--- src/rtl/display_scan_controller.sv ---
// Read-side sequencer for display_memory: scans the front buffer row by row, streams pixels with
// latch/blank strobes, and defers buffer swaps to the frame boundary so no frame is torn.
module display_scan_controller #(
  parameter int unsigned ROWS         = 8,
  parameter int unsigned COLUMNS      = 32,
  parameter int unsigned BLANK_CYCLES = 4
) (
  input  logic                       clk,
  input  logic                       rst,
  input  logic                       enable_i,
  input  logic                       flip_req_i,
  output logic                       flip_ack_o,
  output logic                       flip_o,
  output logic [$clog2(ROWS)-1:0]    rrow_o,
  output logic [$clog2(COLUMNS)-1:0] rcol_o,
  input  logic [23:0]                rdata_i,
  output logic [23:0]                pix_data_o,
  output logic                       pix_valid_o,
  output logic [$clog2(ROWS)-1:0]    row_addr_o,
  output logic                       latch_o,
  output logic                       blank_o,
  output logic                       frame_start_o
);

  localparam int unsigned RowW = $clog2(ROWS);
  localparam int unsigned ColW = $clog2(COLUMNS);
  localparam int unsigned BlkW = (BLANK_CYCLES > 1) ? $clog2(BLANK_CYCLES) : 1;

  typedef enum logic [2:0] {
    StIdle,
    StRead,
    StDrain,
    StLatch,
    StBlank
  } state_e;

  state_e            state_q;
  logic [RowW-1:0]   row_q;
  logic [RowW-1:0]   rrow_q;
  logic [ColW-1:0]   col_q;
  logic [BlkW-1:0]   blk_q;
  logic [RowW-1:0]   row_addr_q;
  logic              flip_q;
  logic              pending_q;
  logic              flip_ack_q;
  logic              latch_q;
  logic              blank_q;
  logic              pix_valid_q;
  logic              frame_start_q;

  always_ff @(posedge clk or posedge rst) begin
    if (rst) begin
      state_q       <= StIdle;
      row_q         <= '0;
      rrow_q        <= '0;
      col_q         <= '0;
      blk_q         <= '0;
      row_addr_q    <= '0;
      flip_q        <= 1'b0;
      pending_q     <= 1'b0;
      flip_ack_q    <= 1'b0;
      latch_q       <= 1'b0;
      blank_q       <= 1'b1;
      pix_valid_q   <= 1'b0;
      frame_start_q <= 1'b0;
    end else begin
      latch_q       <= 1'b0;
      frame_start_q <= 1'b0;
      flip_ack_q    <= 1'b0;
      pix_valid_q   <= 1'b0;
      if (flip_req_i) begin
        pending_q <= 1'b1;
      end

      unique case (state_q)
        StIdle: begin
          blank_q <= 1'b1;
          row_q   <= '0;
          rrow_q  <= '0;
          col_q   <= '0;
          if (enable_i) begin
            state_q       <= StRead;
            blank_q       <= 1'b0;
            frame_start_q <= 1'b1;
          end
        end

        StRead: begin
          // Column counter wraps back to 0 on the last column, leaving rcol at 0 outside READ.
          col_q       <= col_q + 1'b1;
          pix_valid_q <= 1'b1;
          if (col_q == ColW'(COLUMNS - 1)) begin
            state_q <= StDrain;
          end
        end

        StDrain: begin
          state_q    <= StLatch;
          latch_q    <= 1'b1;
          blank_q    <= 1'b1;
          row_addr_q <= row_q;
        end

        StLatch: begin
          state_q <= StBlank;
          blk_q   <= '0;
        end

        StBlank: begin
          if (blk_q == BlkW'(BLANK_CYCLES - 1)) begin
            row_q <= row_q + 1'b1;
            // Frame boundary: the only place the buffer swap may commit.
            if (row_q == RowW'(ROWS - 1)) begin
              pending_q <= 1'b0;
              if (pending_q || flip_req_i) begin
                flip_q     <= ~flip_q;
                flip_ack_q <= 1'b1;
              end
            end
            if (enable_i) begin
              state_q       <= StRead;
              blank_q       <= 1'b0;
              rrow_q        <= row_q + 1'b1;
              frame_start_q <= (row_q == RowW'(ROWS - 1));
            end else begin
              state_q <= StIdle;
              rrow_q  <= '0;
            end
          end else begin
            blk_q <= blk_q + 1'b1;
          end
        end

        default: begin
          state_q <= StIdle;
          blank_q <= 1'b1;
        end
      endcase
    end
  end

  assign flip_ack_o    = flip_ack_q;
  assign flip_o        = flip_q;
  assign rrow_o        = rrow_q;
  assign rcol_o        = col_q;
  assign pix_valid_o   = pix_valid_q;
  assign pix_data_o    = pix_valid_q ? rdata_i : '0;
  assign row_addr_o    = row_addr_q;
  assign latch_o       = latch_q;
  assign blank_o       = blank_q;
  assign frame_start_o = frame_start_q;

endmodule
--- config.mk ---
export PLATFORM = sky130hd
export DESIGN_NAME = display_scan_controller
export DESIGN_NICKNAME = d
export VERILOG_FILES = /design/src/rtl/display_scan_controller.sv
export SDC_FILE = /design/constraint.sdc
export NUM_CORES = 1
export LEC_CHECK = 0
export ABC_AREA = 1
export ABC_CLOCK_PERIOD_IN_PS = 2700
export BUFFER_PORTS_ARGS = -buffer_cell sky130_fd_sc_hd__buf_2
export CAP_MARGIN = 20
export CELL_PAD_IN_SITES_DETAIL_PLACEMENT = 1
export CELL_PAD_IN_SITES_GLOBAL_PLACEMENT = 2
export CORE_MARGIN = 1.5
export CORE_UTILIZATION = 26
export CTS_BUF_LIST = sky130_fd_sc_hd__clkbuf_8
export DETAILED_ROUTE_END_ITERATION = 8
export PLACE_DENSITY = 0.91
export SYNTH_ARGS = -nofsm -noshare
export SYNTH_HDL_FRONTEND = slang
export SYNTH_SLANG_ARGS = --single-unit
--- constraint.sdc ---
create_clock -name clk -period 2.7 [get_ports clk]
set_input_delay 0.405 -clock clk [delete_from_list [all_inputs] [get_ports clk]]
set_output_delay 0.405 -clock clk [all_outputs]
set_load 0.01 [all_outputs]
==> Implementation_results.wiki, run 1 <==
{| class="wikitable"
! Metric !! Value
|-
| Leading post-synthesis cells by instance count || 59 x sky130_fd_sc_hd__nand2_1, 41 x sky130_fd_sc_hd__inv_1, 25 x sky130_fd_sc_hd__dfrtp_1
|-
| Final cell area excluding filler cells || around 1900 sq um
|-
| Sequential cell fraction of total power || 40.6%
|-
| Setup Crit Path Kind || register to primary output
|-
| Routability cong. || 0.733
|-
| PwrDens || 822 nW/um^2
|-
| GRT overflow || 0
|-
| Ratio of cells with drive above 1 in the final layout || 33.3%
|-
| Clock power frac || approximately 16%
|-
| Peak supply drop || 0.254 mV
|-
| Clock transition time at the flip-flop clock pins of the worst setup and hold paths || ~0.090 ns
|-
| Data arrival, critical path || roughly 1.4 ns
|-
| Count of cells along the worst register-to-register path || 8
|-
| Relative contribution of combinational cells to total power || 43.1%
|-
| Slew at the pin closest to its max-slew limit || 0.678 ns
|-
| Leakage power total || 1.25 nW
|-
| Overall fraction of global-route tracks in use || 13.6%
|-
| Reg-to-reg setup timing slack || 1.36 ns
|-
| Number of detailed-route iterations in the first pass || 4
|-
| Initial core utilization || 27.3%
|-
| WL final || 3730 um
|-
| Routed met2 length || 1840 um
|-
| Internal power contribution || roughly 870 uW
|-
| Syn-to-layout area delta || 33.1%
|-
| Count of maximum capacitance violations || 0
|-
| Number of cells after detailed placement || 321
|-
| Critical-path maximum fanout || 25
|-
| Final-layout fill cell count || 681
|-
| Post-route insts no fill || between 300 and 400
|-
| Yosys warns || 0
|-
| Most used DFF post-synth || sky130_fd_sc_hd__dfrtp_1
|-
| DR vias/cell || 4.30
|-
| Pin count of the biggest net entering global routing || 27
|-
| Register area share after synthesis || 46.2%
|-
| Mapped Avg Cell Area || 7.59 sq um
|-
| Half-perimeter wire length after placement || about 3000 um
|-
| Initial DRC count || between 50 and 60
|-
| Outcome || finished clean
|-
| Placed Area || 1820 sq um
|-
| Min-delay worst type || primary input to async pin
|-
| Area used by sequential logic in the layout || ~650 sq um
|-
| Insertion delay to the later sink of the worst-skew pair || 0.27 ns
|-
| Maximum level of the CTS H-tree || 1
|-
| Share of synthesized registers carrying an async set or reset || 100%
|-
| Cell type contributing the most total cell area after synthesis || sky130_fd_sc_hd__dfrtp_1
|-
| Switching share of total power || 43.8%
|-
| Headroom to the max-slew limit || 54.8%
|-
| Final Critical Period || 1.79 ns
|-
| Cell with the most instances after synthesis || sky130_fd_sc_hd__nand2_1
|-
| Number of distinct library cell variants in the gate-level netlist after synthesis || 23
|-
| Endpoint class of the critical path || primary output
|-
| Number of sinks handled by clock tree synthesis || 26
|-
| Cell count after synthesis || 186
|-
| Port Buffers || 68
|-
| Post-Place Setup Slack || 1.18 ns
|-
| Resize count post-CTS || 0
|-
| Buffers inserted during post-CTS setup optimization || 0
|-
| Mean routed wirelength per cell || 11.5 um
|-
| Top area cells in the synthesized netlist || sky130_fd_sc_hd__dfrtp_1 44%, sky130_fd_sc_hd__nand2_1 16%, sky130_fd_sc_hd__inv_1 11%, sky130_fd_sc_hd__nand3_1 5.0%, sky130_fd_sc_hd__o21ai_0 4.6%
|-
| Floorplan die width || between 70 and 80 um
|-
| Full die area || 5880 sq um
|-
| Worst R2R Start || rcol_o[0]
|-
| Die span in y || 76.7 um
|-
| Total vias in the final route || 1398
|-
| Core ar. || 5170 sq um
|-
| Initial antenna violation count || 0
|-
| Final ANT Viol Nets || 0
|-
| Global-route wire length before repair || roughly 6500 um
|-
| Net switching component of the power || about 680 uW
|-
| Largest buffer count on any clock path || 2
|-
| Slack of the critical path || 0.908 ns
|-
| Hold buffer count at CTS || 0
|-
| Yosys reg bits || 26
|-
| Met3 Wirelength || 279 um
|-
| Worst R2R End || state_q[1]
|-
| Worst setup SP type || register
|-
| Multi-input gate area in the final layout || 578 sq um
|-
| Placement Rows || 26
|-
| Root buf cell || sky130_fd_sc_hd__clkbuf_8
|-
| Count of flip-flops with a built-in enable after synthesis || 0
|-
| Top Metal Used || met4
|-
| Setup Skew || about 0.0023 ns
|-
| Number of top-level pins || 69
|-
| Detailed-route DRC error count || 0
|-
| Crit path required time || roughly 2.3 ns
|-
| Pins over their slew limit || 0
|-
| Period utilization || roughly two thirds
|-
| Number of nets produced by synthesis || 219
|-
| Met1 wire length || 1550 um
|-
| Setup violations, final || 0
|-
| Maximum achievable frequency || between 0.5 and 0.6 GHz
|-
| TritonCTS clock tree || built
|-
| Mapped Area || 1410 sq um
|-
| Number of buffers inserted during clock tree synthesis || 3
|-
| Total negative setup slack || 0 ns
|-
| Vias in the first global route || 1469
|-
| Final Hold Violating Endpoints || 0
|-
| Antenna cells || 0
|-
| Synth top area share || 44.3%
|-
| Unrepaired setup endpoints after global routing || false
|-
| Count of nets after finishing || 289
|}
[state kept, by name, summed over array words and instances (netlist names)]
signal         count
pending_q          1
row_q              3
row_addr_o         3
flip_o             1
pix_valid_o        1
frame_start_o      1
flip_ack_o         1
rrow_o             3
latch_o            1
rcol_o             5
blk_q              2
state_q            3
blank_o            1
[metal layers]
| metal | track usage (%) | up-vias |
|---|---|---|
| met5 | 0 | - |
| met4 | 5.56 | 0 |
| met3 | 3.69 | 5 |
| met2 | 24.5 | 52 |
| met1 | 15.1 | 645 |
| li1 | - | 696 |
[metrics by stage]
step	total power, mW	hold WS, ns	utilization [%]
2_1_floorplan	1.06	0.444	-
3_3_place_gp	1.30	0.459	35.2
3_5_place_dp	1.32	0.469	35.2
4_1_cts	1.58	0.189	36.3
5_1_grt	1.69	0.193	36.3
6_report	1.54	0.176	36.3
[final cells by class]
class / count / area share (%)
well taps: 70 / 4.66
clock buffers: 4 / 2.93
inverters: 42 / 8.39
repair buffers: 69 / 18.5
flip-flops and latches: 26 / 34.7
multi-input cells: 114 / 30.8
[power by group through the flow]
| stage | Sequential [mW] | Clock, mW | Combinational (mW) |
|---|---|---|---|
| final | 0.627 | 0.253 | 0.665 |
| after global routing | 0.650 | 0.279 | 0.764 |
| after CTS | 0.631 | 0.263 | 0.681 |
| after detailed placement | 0.640 | 0 | 0.679 |
| after global placement | 0.636 | 0 | 0.663 |
| after floorplan | 0.569 | 0 | 0.492 |
[worst max path at each step]
stage                start        endpoint  depth (start not counted)
5_1_grt        pix_valid_o   pix_data_o[9]                          3
6_report       pix_valid_o   pix_data_o[9]                          3
2_1_floorplan  pix_valid_o  pix_data_o[10]                          3
3_3_place_gp   pix_valid_o  pix_data_o[21]                          3
3_5_place_dp   pix_valid_o  pix_data_o[21]                          3
4_1_cts        pix_valid_o  pix_data_o[21]                          3
[worst max-delay path: stages, from the launching register on]
cell	delay [ns]
sky130_fd_sc_hd__dfrtp_1	0.79
sky130_fd_sc_hd__nand2_1	0.13
sky130_fd_sc_hd__inv_1	0.07
sky130_fd_sc_hd__buf_2	0.13
[layout by cell type (no fill, tap or decap), drive strengths merged]
cell,instances
clkbuf,4
dfstp,1
dfrtp,25
a21oi,2
o21ai,15
ha,5
nand4,2
or2,1
buf,69
inv,42
nor2,11
nand3,15
nand2,61
o21bai,1
a21boi,1
[cell families (layout without fill, tap and decap cells)]
kind of cell / after synthesis / after routing / share of synthesized area (%)
adders and majority gates: 5 / 5 / 4.43
and+or+nand+nor: 90 / 90 / 28.9
buffers and inverters: 46 / 115 / 12.9
AOI/OAI and AO/OA: 19 / 19 / 7.62
DFF: 26 / 26 / 46.2
Note: power is estimated with default switching activity, not from simulation.
==> inputs of run 2 (changes only) <==
ABC_CLOCK_PERIOD_IN_PS = 1800   (was 2700)
CORE_UTILIZATION = 25   (was 26)
PLACE_DENSITY = 0.88   (was 0.91)
clock period = 1.8 ns   (was 2.7 ns; I/O delays follow)
==> Implementation_results.wiki, run 2 (same netlist as run 1, synthesis figures left out) <==
{| class="wikitable"
! Metric !! Value
|-
| Outcome || finished clean
|-
| Port Buffers || 68
|-
| WL final || about 3600 um
|-
| Peak supply drop || 0.430 mV
|-
| Min-delay worst type || primary input to register
|-
| Kind of cell adding the most delay to the critical path || buffers and inverters
|-
| Total negative setup slack || 0 ns
|-
| Ratio of cells with drive above 1 in the final layout || around 34%
|-
| Number of buffers inserted during clock tree synthesis || 3
|-
| Routability cong. || between 0.7 and 0.8
|-
| Period utilization || between 70 and 80%
|-
| Largest buffer count on any clock path || 2
|-
| Crit path required time || 1.53 ns
|-
| Slew at the pin closest to its max-slew limit || approximately 0.48 ns
|-
| Root buf cell || sky130_fd_sc_hd__clkbuf_8
|-
| Number of detailed-route iterations in the first pass || 4
|-
| Syn-to-layout area delta || 36.2%
|-
| Final ANT Viol Nets || 0
|-
| Detailed-route DRC error count || 0
|-
| PwrDens || roughly 1300 nW/um^2
|-
| Total power || 2.44 mW
|-
| Insertion delay to the later sink of the worst-skew pair || 0.27 ns
|-
| Initial antenna violation count || 0
|-
| GRT overflow || 0
|-
| Net switching component of the power || 1.02 mW
|-
| Initial core utilization || between 20% and 30%
|-
| Die span in y || about 78 um
|-
| Final Hold Violating Endpoints || 0
|-
| Pin count of the biggest net entering global routing || 26
|-
| Maximum level of the CTS H-tree || 1
|-
| Mean routed wirelength per cell || 10.8 um
|-
| Resize count post-CTS || 0
|-
| Count of nets after finishing || 292
|-
| Internal power contribution || 1.42 mW
|-
| Vias in the first global route || around 1400
|-
| Most frequent cells in the layout || 68 x sky130_fd_sc_hd__buf_2, 59 x sky130_fd_sc_hd__nand2_1, 41 x sky130_fd_sc_hd__inv_1, 25 x sky130_fd_sc_hd__dfrtp_1, 14 x sky130_fd_sc_hd__nand3_1
|-
| Critical-path maximum fanout || 25
|-
| Setup Crit Path Kind || register to primary output
|-
| Antenna cells || 0
|-
| Total vias in the final route || 1382
|-
| Global-route wire length before repair || approximately 6000 um
|-
| Overall fraction of global-route tracks in use || 11.8%
|-
| Placement Rows || 27
|-
| Crit-path max cell delay || 0.33 ns
|-
| TritonCTS clock tree || built
|-
| Critical path cell sequence || buf_4, nand2_1, inv_1, buf_2
|-
| Worst setup SP type || register
|-
| Final Critical Period || 1.37 ns
|-
| Floorplan die width || roughly 78 um
|-
| DR vias/cell || 4.19
|-
| Setup Skew || approximately 0.0054 ns
|-
| Maximum achievable frequency || 0.730 GHz
|-
| Headroom to the max-slew limit || roughly two thirds
|-
| Total buffers and inverters traversed by the critical path || 3
|-
| Full die area || approximately 6100 sq um
|-
| Initial DRC count || 36
|-
| Flip-flop count of the largest register, all copies and words added || 5
|-
| Unrepaired setup endpoints after global routing || false
|-
| Relative contribution of combinational cells to total power || between 40 and 50%
|-
| Data arrival, critical path || 1.10 ns
|-
| Setup violations, final || 0
|-
| Most frequent standard cell in the layout excluding fill and tap cells || sky130_fd_sc_hd__buf_2
|-
| Post-Place Setup Slack || 0.459 ns
|-
| Clock power frac || 20.0%
|-
| Pins over their slew limit || 0
|-
| Switching share of total power || 41.7%
|-
| Slack of the critical path || 0.431 ns
|-
| Core ar. || ~5500 sq um
|-
| Half-perimeter wire length after placement || 2900 um
|-
| Endpoint class of the critical path || primary output
|-
| Sequential cell fraction of total power || a little over a third
|-
| Clock transition time at the flip-flop clock pins of the worst setup and hold paths || 0.09 ns
|-
| Count of maximum capacitance violations || 0
|-
| Number of sinks handled by clock tree synthesis || 26
|-
| Number of top-level pins || 69
|-
| Leakage power total || roughly 1.3 nW
|-
| Final-layout fill cell count || 723
|-
| Critical Path Slowest Stage Cell || sky130_fd_sc_hd__dfrtp_1
|}
==> run 2: cell count changes in the layout (fill, tap and decap cells not counted) <==
cell / before / now
sky130_fd_sc_hd__dlygate4sd3_1: 0 / 1
sky130_fd_sc_hd__buf_4: 1 / 3
sky130_fd_sc_hd__bufinv_16: 0 / 1
sky130_fd_sc_hd__clkbuf_8: 4 / 3
==> run 2: worst paths after layout <==
path	start	endpoint	depth (start not counted)	slack, ns
setup / recovery	pix_valid_o	pix_data_o[3]	4	0.43
hold / removal	enable_i	rrow_o[1]	3	0.30
setup reg to reg	rcol_o[0]	state_q[1]	8	0.46
hold reg to reg	blank_o	blank_o	2	0.46
max in group asynchronous	rst	blank_o	4	0.81
min in group asynchronous	rst	rcol_o[2]	3	0.47
==> run 2: area by class of cell <==
type                    count  area (sq um)  share of cell area (%)
clock inverters             1          30.0                    1.56
inverters                  42           158                    8.20
well taps                  72          90.1                    4.69
clock buffers               3          41.3                    2.15
flip-flops and latches     26           652                    33.9
multi-input cells         114           578                    30.1
repair buffers             72           373                    19.4
==> run 2: power by group through the flow <==
stage,registers [mW],clock network [mW],logic [mW]
finish,0.871,0.486,1.08
global route,0.898,0.520,1.23
CTS,0.874,0.499,1.11
detailed placement,0.886,0,1.10
global placement,0.883,0,1.07
floorplan,0.854,0,0.738
==> run 2: metal layers <==
metal	wire, um	track usage (%)	vias to the layer above	part of all wire, %
li1	-	-	706	-
met1	1580	14.3	630	44
met2	1710	21.0	42	48
met4	48	4.64	0	1.3
met3	240	1.74	4	6.7
met5	0	0	-	0
==> run 2: tightest hold or removal path, delay by kind of cell <==
| kind | cells | cell delay (ns) |
|---|---|---|
| buffers and inverters | 1 | 0.14 |
| and+or+nand+nor | 2 | 0.13 |
==> run 2: stage by stage <==
stage                     instances  cell area (sq um)  util, %  hold slack (ns)
after floorplan                 186               1410        -            0.309
after global placement          325               1840     33.6            0.200
after detailed placement        325               1840     33.6            0.206
after CTS                       330               1920     35.1            0.301
after global routing            330               1920     35.1            0.307
final                           330               1920     35.1            0.303
==> run 2: what timing repair did <==
item,CTS,global route
setup buffers,0,0
endpoints found under the hold margin,5,0
hold buffers,1,0
==> inputs of run 3 (changes only) <==
ABC_CLOCK_PERIOD_IN_PS = 1100   (was 1800)
CORE_UTILIZATION = 22   (was 25)
PLACE_DENSITY = 0.83   (was 0.88)
clock period = 1.1 ns   (was 1.8 ns; I/O delays follow)
==> Implementation_results.wiki, run 3 (same netlist as run 1, synthesis figures left out) <==
{| class="wikitable"
! Metric !! Value
|-
| Most frequent cells in the layout || 62 x sky130_fd_sc_hd__buf_2, 50 x sky130_fd_sc_hd__nand2_1, 37 x sky130_fd_sc_hd__inv_1, 21 x sky130_fd_sc_hd__dfrtp_1, 17 x sky130_fd_sc_hd__buf_4
|-
| Most frequent standard cell in the layout excluding fill and tap cells || sky130_fd_sc_hd__buf_2
|-
| Data arrival, critical path || 1.07 ns
|-
| Crit path required time || 0.94 ns
|-
| Final-layout fill cell count || 765
|-
| Leakage power total || about 1.5 nW
|-
| Outcome || finished, violations left
|-
| Initial antenna violation count || 0
|-
| Slack of the critical path || -0.132 ns
|-
| Full die area || 6900 sq um
|-
| Number of detailed-route iterations in the first pass || 3
|-
| Final Hold Violating Endpoints || 0
|-
| Maximum achievable frequency || a little over 0.8 GHz
|-
| Core ar. || 6060 sq um
|-
| Total negative setup slack || -4.36 ns
|-
| Peak supply drop || 0.702 mV
|-
| Clock transition time at the flip-flop clock pins of the worst setup and hold paths || around 0.1 ns
|-
| Number of buffers inserted during clock tree synthesis || 3
|-
| Setup Skew || 0.00673 ns
|-
| Count of nets after finishing || 318
|-
| Share of the core filled with cells in the final layout || 39.5%
|-
| Total vias in the final route || 1508
|-
| Number of cells after detailed placement || 345
|-
| Largest buffer count on any clock path || 2
|-
| Insertion delay to the later sink of the worst-skew pair || 0.28 ns
|-
| Post-route insts no fill || about 360
|-
| Crit-path max cell delay || 0.40 ns
|-
| Detailed-route DRC error count || 0
|-
| Initial DRC count || 35
|-
| Min-delay worst type || primary input to register
|-
| WL final || 4420 um
|-
| Setup violations, final || 45
|-
| Area used by sequential logic in the layout || about 660 sq um
|-
| Worst setup SP type || register
|-
| Number of sinks handled by clock tree synthesis || 26
|-
| Vias in the first global route || ~1500
|-
| Headroom to the max-slew limit || 85.9%
|-
| Placement Rows || 28
|-
| Ratio of cells with drive above 1 in the final layout || 52.5%
|-
| Pins over their slew limit || 0
|-
| Count of maximum capacitance violations || 0
|-
| Final cell area excluding filler cells || 2390 sq um
|-
| Final ANT Viol Nets || 0
|-
| GRT overflow || 0
|-
| Endpoint class of the critical path || primary output
|-
| Critical-path maximum fanout || 25
|-
| Overall fraction of global-route tracks in use || 12.4%
|-
| Die span in y || 83.1 um
|-
| Syn-to-layout area delta || 69.7%
|-
| Final Critical Period || 1.23 ns
|-
| Mean routed wirelength per cell || 12.3 um
|-
| Unrepaired setup endpoints after global routing || true
|-
| Global-route wire length before repair || approximately 7200 um
|-
| Floorplan die width || ~83 um
|-
| Violated checks || setup timing
|-
| Number of top-level pins || 69
|-
| DR vias/cell || 4.20
|-
| Slew at the pin closest to its max-slew limit || 0.211 ns
|-
| Initial core utilization || 23.3%
|-
| Root buf cell || sky130_fd_sc_hd__clkbuf_8
|-
| Critical Path Slowest Stage Cell || sky130_fd_sc_hd__dfrtp_1
|-
| Maximum level of the CTS H-tree || 1
|-
| PwrDens || about 2200 nW/um^2
|-
| Multi-input gate area in the final layout || 738 sq um
|-
| Flip-flop count of the largest register, all copies and words added || 5
|-
| Total power || 5.32 mW
|-
| Half-perimeter wire length after placement || between 3000 and 4000 um
|-
| Antenna cells || 0
|-
| Setup Crit Path Kind || register to primary output
|-
| Pin count of the biggest net entering global routing || 26
|-
| Routability cong. || 0.761
|-
| Placed Area || 2000 sq um
|-
| TritonCTS clock tree || built
|-
| Port Buffers || 68
|-
| Critical path cell sequence || buf_12, nand2_1, inv_1, buf_2
|-
| Period utilization || 112%
|}
run 3: metrics by stage:
| step | setup WS [ns] | hold WS, ns |
|---|---|---|
| 5_1_grt | -0.218 | 0.210 |
| 3_5_place_dp | -0.134 | 0.202 |
| 4_1_cts | -0.177 | 0.201 |
| 3_3_place_gp | -0.0820 | 0.199 |
| 6_report | -0.132 | 0.189 |
| 2_1_floorplan | -0.122 | 0.204 |
run 3: worst max-delay path: cells and delay by family, from the launching register on:
kind | cells | cell delay, ns
buffers and inverters | 3 | 0.33
and+or+nand+nor | 1 | 0.07
DFF | 1 | 0.40
run 3: layer usage:
layer / global-route usage [%] / routed length (um) / share of wire, % / up-vias
met5: 0 / 0 / 0 / -
met3: 2.49 / 198 / 4.5 / 5
met1: 15.3 / 1840 / 42 / 704
li1: - / - / - / 756
met2: 22.0 / 2330 / 53 / 43
met4: 3.64 / 57 / 1.3 / 0
run 3: path summary, 6_finish.rpt:
check,from,end,slack [ns],depth (start not counted)
max,pix_valid_o,pix_data_o[10],-0.13,4
min,enable_i,rrow_o[1],0.19,3
max reg2reg,rcol_o[1],state_q[1],-0.11,8
min reg2reg,rrow_o[1],rrow_o[1],0.49,2
max in group asynchronous,rst,state_q[0],0.40,4
min in group asynchronous,rst,row_addr_o[1],0.46,4
run 3: what timing repair did:
item / CTS / global route
hold endpoints to repair: 25 / 0
gates cloned: 0 / 0
buffers inserted: 4 / 6
hold buffers: 1 / 0
endpoints found under the setup margin: 50 / 54
resized for setup: 20 / 55
pin swaps: 5 / 20
run 3: final cells by class:
class / instances / share of cell area (%)
Inverter: 42 / 6.79
Sequential cell: 26 / 27.4
Clock inverter: 1 / 1.25
Clock buffer: 3 / 1.72
Multi-Input combinational cell: 114 / 30.8
Tap cell: 75 / 3.92
Timing Repair Buffer: 98 / 28.1
run 3: power breakdown:
part	total [mW]	internal (mW)	switching [mW]
clock	0.810	0.488	0.323
sequential	1.40	1.17	0.229
combinational	3.10	1.51	1.60
